## src/rtl/axi_arbiter_w.sv

```systemverilog
// Write-channel arbiter: four AXI masters share one slave write port.
// A round-robin winner is picked in IDLE and holds the grant until the
// AW handshake, the last W beat and the B handshake have all completed.
module axi_arbiter_w (
  input  logic       ACLK,
  input  logic       ARESET,
  input  logic [3:0] m_AWVALID,
  input  logic       s_AWVALID,
  input  logic       s_AWREADY,
  input  logic       s_WVALID,
  input  logic       s_WREADY,
  input  logic       s_WLAST,
  input  logic       s_BVALID,
  input  logic       s_BREADY,
  output logic [3:0] m_wgrnt,
  output logic [1:0] grant_id,
  output logic       busy
);

  typedef enum logic [1:0] {
    IDLE = 2'd0,
    ADDR = 2'd1,
    RESP = 2'd2
  } state_t;

  state_t     state;
  state_t     state_next;
  logic [3:0] wgrnt_next;
  logic [1:0] grant_id_next;
  logic       busy_next;
  logic       aw_done;
  logic       aw_done_next;
  logic       w_done;
  logic       w_done_next;
  logic [1:0] last_id;
  logic [1:0] last_id_next;
  logic [1:0] pick;
  logic       aw_hs;
  logic       w_hs;
  logic       b_hs;

  // Round-robin search: the master right after `last` has top priority,
  // `last` itself comes last. Scanning from far to near lets the nearest
  // requester overwrite earlier candidates.
  function automatic logic [1:0] rr_pick(input logic [1:0] last, input logic [3:0] req);
    logic [1:0] sel;
    logic [1:0] idx;
    sel = last;
    for (int k = 4; k >= 1; k--) begin
      idx = last + 2'(k);
      if (req[idx]) begin
        sel = idx;
      end
    end
    return sel;
  endfunction

  // Binary master index to one-hot grant vector.
  function automatic logic [3:0] to_onehot(input logic [1:0] id);
    return 4'b0001 << id;
  endfunction

  assign pick  = rr_pick(last_id, m_AWVALID);
  assign aw_hs = s_AWVALID && s_AWREADY;
  assign w_hs  = s_WVALID && s_WREADY && s_WLAST;
  assign b_hs  = s_BVALID && s_BREADY;

  // Next-state and next-output logic; every register holds unless a transition updates it.
  always_comb begin
    state_next    = state;
    wgrnt_next    = m_wgrnt;
    grant_id_next = grant_id;
    busy_next     = busy;
    aw_done_next  = aw_done;
    w_done_next   = w_done;
    last_id_next  = last_id;
    case (state)
      IDLE: begin
        if (|m_AWVALID) begin
          state_next    = ADDR;
          wgrnt_next    = to_onehot(pick);
          grant_id_next = pick;
          busy_next     = 1'b1;
        end else begin
          wgrnt_next    = 4'b0000;
          grant_id_next = last_id;
          busy_next     = 1'b0;
        end
      end
      ADDR: begin
        // Flags are sticky so AW and last-W may complete in either order.
        aw_done_next = aw_done || aw_hs;
        w_done_next  = w_done || w_hs;
        if ((aw_done || aw_hs) && (w_done || w_hs)) begin
          state_next = RESP;
        end else begin
          state_next = ADDR;
        end
      end
      RESP: begin
        if (b_hs) begin
          state_next   = IDLE;
          wgrnt_next   = 4'b0000;
          busy_next    = 1'b0;
          last_id_next = grant_id;
          aw_done_next = 1'b0;
          w_done_next  = 1'b0;
        end else begin
          state_next = RESP;
        end
      end
      default: begin
        state_next    = IDLE;
        wgrnt_next    = 4'b0000;
        grant_id_next = last_id;
        busy_next     = 1'b0;
        aw_done_next  = 1'b0;
        w_done_next   = 1'b0;
      end
    endcase
  end

  // State and registered outputs; reset aborts any transaction in flight.
  always_ff @(posedge ACLK) begin
    if (ARESET) begin
      state    <= IDLE;
      m_wgrnt  <= 4'b0000;
      grant_id <= 2'd3;
      busy     <= 1'b0;
      aw_done  <= 1'b0;
      w_done   <= 1'b0;
      last_id  <= 2'd3;
    end else begin
      state    <= state_next;
      m_wgrnt  <= wgrnt_next;
      grant_id <= grant_id_next;
      busy     <= busy_next;
      aw_done  <= aw_done_next;
      w_done   <= w_done_next;
      last_id  <= last_id_next;
    end
  end

endmodule
```

## config.mk

```make
export PLATFORM = sky130hd
export DESIGN_NAME = axi_arbiter_w
export DESIGN_NICKNAME = d
export VERILOG_FILES = /design/src/rtl/axi_arbiter_w.sv
export SDC_FILE = /design/constraint.sdc
export NUM_CORES = 1
export LEC_CHECK = 0
export CORE_AREA = 2 2 44 46
export CTS_CLUSTER_SIZE = 10
export DETAILED_ROUTE_END_ITERATION = 6
export DIE_AREA = 0 0 46 48
export PLACE_DENSITY = 0.82
export REMOVE_ABC_BUFFERS = 1
export SETUP_SLACK_MARGIN = 0.1
export SLEW_MARGIN = 5
export SYNTH_ARGS = -nofsm -noshare
export SYNTH_HDL_FRONTEND = slang
export SYNTH_SLANG_ARGS = --single-unit
```

## constraint.sdc

```tcl
create_clock -name ACLK -period 2.4 [get_ports ACLK]
set_input_delay 0.48 -clock ACLK [delete_from_list [all_inputs] [get_ports ACLK]]
set_output_delay 0.48 -clock ACLK [all_outputs]
set_load 0.02 [all_outputs]
```

==> run metrics, run 1 <==
status=finished, final reports clean; Layout Nets=122; ordered list of cells on the worst path=clkdlybuf4s50_1, o41ai_4, nor3_1, nand2_1, a2bb2oi_1, nor2_1; syn avg cell area=8.937 um2; Non-Filler Instances=approximately 120; drt first-iter violations=9; Tightest Pin Transition=0.4417 ns; leakage power=0.3909 nW; worst reg2reg path depth=7; Critical Path AT=between 1.5 and 2 ns; Rows=15; Final Core Density=57.41%; RSZ-0062 raised after global routing=false; clock slew at reported path FFs=0.08 ns; total placed cells including tap cells=117; CTS Hold Bufs=0; Final Hold Violating Endpoints=0; share of cells above drive strength 1=under 10%; initial antenna violation count=0; Worst Hold Class=reg2reg; Hold Path End=m_wgrnt[1]$_SDFFE_PP0P_; root buf cell=clkbuf_4; synth warn=0; top cells by count, synth=13 x dfxtp_1, 8 x a21oi_1, 8 x nor2_1, 6 x nor3_1; fin area=about 970 um2; CP top delay family=compound AO/OA/AOI/OAI gates; CTS tree=yes; number of synthesized register bits=13; relative slew slack=between 70% and 80%; DRC=0; ant diodes=0; Final min period=1.788 ns; Synth cell types=32; Post-Syn Instances=84; Area growth, synth to finish=29.17%; Clock Latency Late Sink=about 0.27 ns; worst flop-to-flop path endpoint=m_wgrnt[1]$_SDFFE_PP0P_; vias in the first global route=581; global-route wire length before repair=2325 um; synth top area cells=dfxtp_1 35%, ha_1 6.7%, a21oi_1 5.3%; Max stage delay on crit path=0.52 ns; vias=639; total negative setup slack=0 ns; EDFF count, synth=0; PortBufs=19; hold depth=2; max-slew violations=0; setup bufs post-CTS=0; max-cap violations=0; grt total ovfl=0; CP max stage cell=clkdlybuf4s50_1; Max Clock Freq=roughly 560 MHz; Primary FF master, synth=dfxtp_1; Boundary Pins=20; drt wl/cell=12.51 um; worst path required time=2.55 ns; routability congestion estimate=~0.74; Die ar.=2208 um2; Cell Area, Synth=750.7 um2; cell accounting for the most synthesized area=dfxtp_1; critical path peak fanout=5; Final period util=74.49%; Bufs on Longest Clock Path=2; critical path endpoint category=flop; # fillers=163; via/cell ratio=5.281; Antenna Violating Nets Remaining=0; element type at the critical path start=input port; top-count cell post-synth=dfxtp_1; register area share after synthesis=34.67%; Synth async-reset ratio=0%; H-tree levels=1; crit path kind=in2reg; die extent in x=46 um; DR pass1 iterations=4; PD cells=between 500 and 600 nW/um2; Reg2Reg Launch Point=state[0]$_SDFFE_PP0P_; Starting Density=~44%; largest net degree at the start of global routing=14; final setup fails=0; clock sinks=13; CTS Buf Count=3; hold_sp=m_wgrnt[1]$_SDFFE_PP0P_; gr usage total=between 10% and 20%; Cell Area, Placed=between 900 and 1000 um2; post-CTS sizing=0; Post-Route WL=1514 um; buffers and inverters on the worst path=1; post-DP HPWL=1159 um; setup slack, reg-to-reg=0.69 ns; Chip Height=48 um; top cell type's share of synthesized area=34.67%; worst ir drop on vdd=~0.35 mV; Max Clock Skew=0.006171 ns; area of the core=1689 um2
==> cell families after synthesis <==
family                   count (synthesis)  share of synthesized area [%]
flip-flops                              13                          34.67
AO/OA/AOI/OAI                           23                          24.50
adder cells (fa/ha/maj)                  4                          6.667
multiplexers                             5                          7.499
AND/OR/NAND/NOR                         31                          21.67
buffers and inverters                    8                          5.001
==> worst max-delay path by stage <==
stage                                     start                        to  slack (ns)  cells past startpoint
after floorplan           state[0]$_SDFFE_PP0P_   m_wgrnt[1]$_SDFFE_PP0P_        0.92                      7
final                              m_AWVALID[1]   m_wgrnt[3]$_SDFFE_PP0P_        0.61                      6
after CTS                          m_AWVALID[1]  grant_id[0]$_SDFFE_PP1N_        0.63                      4
after detailed placement           m_AWVALID[1]   m_wgrnt[3]$_SDFFE_PP0P_        0.34                      6
after global placement             m_AWVALID[1]  grant_id[0]$_SDFFE_PP1N_        0.40                      4
after global routing               m_AWVALID[1]   m_wgrnt[3]$_SDFFE_PP0P_        0.50                      6
==> sequential cells by signal, indices dropped and copies added (netlist names) <==
name,cells
last_id,2
m_wgrnt,4
w_done,1
grant_id,2
busy,1
state,2
aw_done,1
==> worst register-to-register path, delay by kind of cell, from the launching register on <==
kind,cells,cell delay [ns]
simple gates,3,0.66
flops,1,0.39
fa+ha+maj,1,0.21
buf+inv,1,0.08
compound gates,2,0.30
==> final cells by class <==
cell class                      instances  area, um2  area share [%]
Multi-Input combinational cell         63      452.9           46.71
Sequential cell                        13      260.3           26.84
Timing Repair Buffer                   19      190.2           19.61
Clock buffer                            4      26.28           2.710
Tap cell                               17      21.27           2.194
Inverter                                5      18.77           1.935
==> routing by layer <==
metal | track usage [%] | part of all wire [%] | vias up
li1 | - | - | 336
met1 | 18.96 | 49 | 284
met2 | 23.89 | 45 | 17
met3 | 2.642 | 4.8 | 2
met4 | 8.571 | 0.86 | 0
met5 | 0 | 0 | -
==> placed cells by master (no fill, tap or decap), drive strengths merged <==
master         count
a21boi             1
a21o               1
a21oi              8
a221oi             1
a22oi              1
a2bb2oi            1
a31oi              3
a32oi              1
and2               1
clkbuf             4
clkdlybuf4s50     19
dfxtp             13
ha                 4
inv                5
mux2               2
mux2i              3
nand2              5
nand2b             4
nand3              1
nand3b             1
nor2               8
nor2b              2
nor3               6
nor3b              1
nor4               1
o21a               1
o21ai              4
o41ai              1
or2                1
==> power breakdown <==
group          internal [mW]  switching (mW)
logic                 0.0622          0.0596
registers              0.227         0.00767
clock network         0.0643          0.0706
total                  0.354           0.138
==> through the flow <==
stage          total power [mW]  hold WS (ns)  worst slack [ns]
5_1_grt                  0.5138        0.4968            0.4989
3_3_place_gp             0.3584        0.4459            0.3955
4_1_cts                  0.4974        0.4647            0.6255
6_report                 0.4917        0.4598            0.6123
3_5_place_dp             0.3617        0.4538            0.3360
2_1_floorplan            0.3059        0.4609            0.9151
(Power assumes the default switching activity.)
==> inputs of run 2 (changes only) <==
- CORE_AREA: 2 2 44 46 -> 2 2 46 48
- DIE_AREA: 0 0 46 48 -> 0 0 48 50
- PLACE_DENSITY: 0.82 -> 0.79
- clock period: 2.4 -> 1.6 ns (I/O delays scaled with it)
==> run metrics, run 2 (synthesized netlist as in run 1, its figures left out) <==
status=finished, final reports clean; max reg flops=4 (unchanged); root buf cell=clkbuf_4; commonest non-fill, non-tap cell in the layout=dlygate4sd2_1; post-DP HPWL=1324 um (+14%); most frequent cells in the layout=11 x dlygate4sd2_1, 10 x dfxtp_1, 8 x nor2_1, 8 x clkdlybuf4s50_1, 7 x a21oi_1; PortBufs=19 (unchanged); gr usage total=16.18% (+1.2 points); total placed cells including tap cells=132 (+13%); worst reg2reg path depth=8 (+1); clock slew at reported path FFs=0.08 ns (about the same); initial antenna violation count=0 (unchanged); Bufs on Longest Clock Path=2 (unchanged); area of the core=1902 um2 (+13%); final setup fails=0 (unchanged); Hold WS=0.4709 ns (+0.01106 ns); Reg2Reg Launch Point=state[1]$_SDFFE_PP0P_; Chip Height=50 um (+4.2%); Tightest Pin Transition=0.4593 ns (+0.01760 ns); global-route wire length before repair=2822 um (+21%); worst path required time=1.81 ns (-0.74 ns); Top reg by flops=m_wgrnt; element type at the critical path start=flop; fin worst setup slack=0.09839 ns (-0.5139 ns); Rows=16 (+1); drt first-iter violations=4 (-5); Non-Filler Instances=137 (+13%); hold_sp=m_wgrnt[1]$_SDFFE_PP0P_; Final min period=1.502 ns; critical path endpoint category=flop; Boundary Pins=20 (unchanged); Post-Route WL=1777 um (+17%); largest net degree at the start of global routing=14 (unchanged); clock sinks=13 (unchanged); leakage power=0.4528 nW (+16%); Worst Hold Class=reg2reg; setup slack, reg-to-reg=0.1 ns (-0.59 ns); Max Clock Skew=0.0004552 ns (-0.005716 ns); CTS Buf Count=3 (unchanged); PD cells=715.1 nW/um2 (+41%); relative slew slack=69.28% (-1.2 points); share of cells above drive strength 1=25.45% (+17 points); die extent in x=48 um (+4.3%); CTS tree=yes; Final period util=93.85%; Layout Nets=128 (+4.9%); DRC=0 (unchanged); H-tree levels=1 (unchanged); DR pass1 iterations=4 (unchanged); drt wl/cell=12.97 um (+3.7%); Clock Latency Late Sink=0.27 ns (about the same); crit path kind=reg2reg; vias=685 (+7.2%); Max Clock Freq=between 600 and 700 MHz; Final Hold Violating Endpoints=0 (unchanged); max-slew violations=0 (unchanged); Area growth, synth to finish=43.33%; worst ir drop on vdd=0.4909 mV (+40%); critical path peak fanout=5 (unchanged); # fillers=169 (+3.7%); vias in the first global route=655 (+13%); hold depth=2 (unchanged); Antenna Violating Nets Remaining=0 (unchanged); Starting Density=39.47% (-5.0 points); worst flop-to-flop path endpoint=m_wgrnt[3]$_SDFFE_PP0P_; grt total ovfl=0 (unchanged); Die ar.=2400 um2 (+8.7%); Hold Path End=m_wgrnt[1]$_SDFFE_PP0P_; total negative setup slack=0 ns (unchanged); ant diodes=0 (unchanged); routability congestion estimate=0.7591 (+3.0%); Setup WS pre-CTS=-0.3618 ns (-0.6978 ns); Critical Path AT=1.71 ns (-0.22 ns); max-cap violations=0 (unchanged); RSZ-0062 raised after global routing=true; via/cell ratio=5.000 (-5.3%)
-- run 2: power breakdown --
| part | total [mW] | switching, mW | internal (mW) |
|---|---|---|---|
| Combinational | 0.217 | 0.109 | 0.108 |
| Clock | 0.201 | 0.104 | 0.0966 |
| Sequential | 0.352 | 0.0109 | 0.341 |
| Total | 0.769 | 0.224 | 0.546 |
-- run 2: stage by stage --
| step | total power, mW | cell area, um2 | utilization, % |
|---|---|---|---|
| 2_1_floorplan | 0.4589 | 732.0 | - |
| 5_1_grt | 0.8215 | 1076 | 56.58 |
| 3_5_place_dp | 0.5554 | 993.5 | 52.24 |
| 6_report | 0.7695 | 1076 | 56.58 |
| 3_3_place_gp | 0.5512 | 993.5 | 52.24 |
| 4_1_cts | 0.7508 | 1012 | 53.22 |
-- run 2: how the worst max path moves through the flow --
stage / to / cells past startpoint / start / slack [ns]
3_5_place_dp: m_wgrnt[3]$_SDFFE_PP0P_ / 6 / m_AWVALID[1] / -0.36
2_1_floorplan: m_wgrnt[1]$_SDFFE_PP0P_ / 7 / state[0]$_SDFFE_PP0P_ / 0.12
3_3_place_gp: grant_id[0]$_SDFFE_PP1N_ / 4 / m_AWVALID[1] / -0.25
5_1_grt: m_wgrnt[3]$_SDFFE_PP0P_ / 8 / state[1]$_SDFFE_PP0P_ / 0.06
4_1_cts: m_wgrnt[0]$_SDFFE_PP0P_ / 7 / state[0]$_SDFFE_PP0P_ / 0.10
6_report: m_wgrnt[3]$_SDFFE_PP0P_ / 8 / state[1]$_SDFFE_PP0P_ / 0.1
-- run 2: critical path, cell delays in order (launching register included) --
cell and delay [ns]:
dfxtp_2 0.35, inv_1 0.08, ha_2 0.23, o41ai_4 0.09
buf_4 0.18, nor3_4 0.22, nand2_1 0.08, a2bb2oi_1 0.13
nor2_1 0.08
-- run 2: area by class of cell --
cell class	count	area, um2	area share [%]
clock buffers	4	26.28	2.442
inverters	5	18.77	1.744
multi-input cells	63	508.0	47.21
flip-flops and latches	13	264.0	24.53
well taps	27	33.78	3.140
repair buffers	25	225.2	20.93
-- run 2: per-layer routing --
layer	vias to the layer above	track usage, %	part of all wire, %
met5	-	0	0
met4	0	4.054	0.96
li1	353	-	-
met2	16	27.11	51
met1	314	19.64	44
met3	2	4.396	3.5
-- run 2: timing repair --
action | 4_1_cts | 5_1_grt
pin swaps | 1 | 4
hold endpoints to repair | 0 | 0
buffers inserted | 0 | 1
hold buffers | 0 | 0
resized for setup | 13 | 16
setup endpoints to repair | 13 | 6
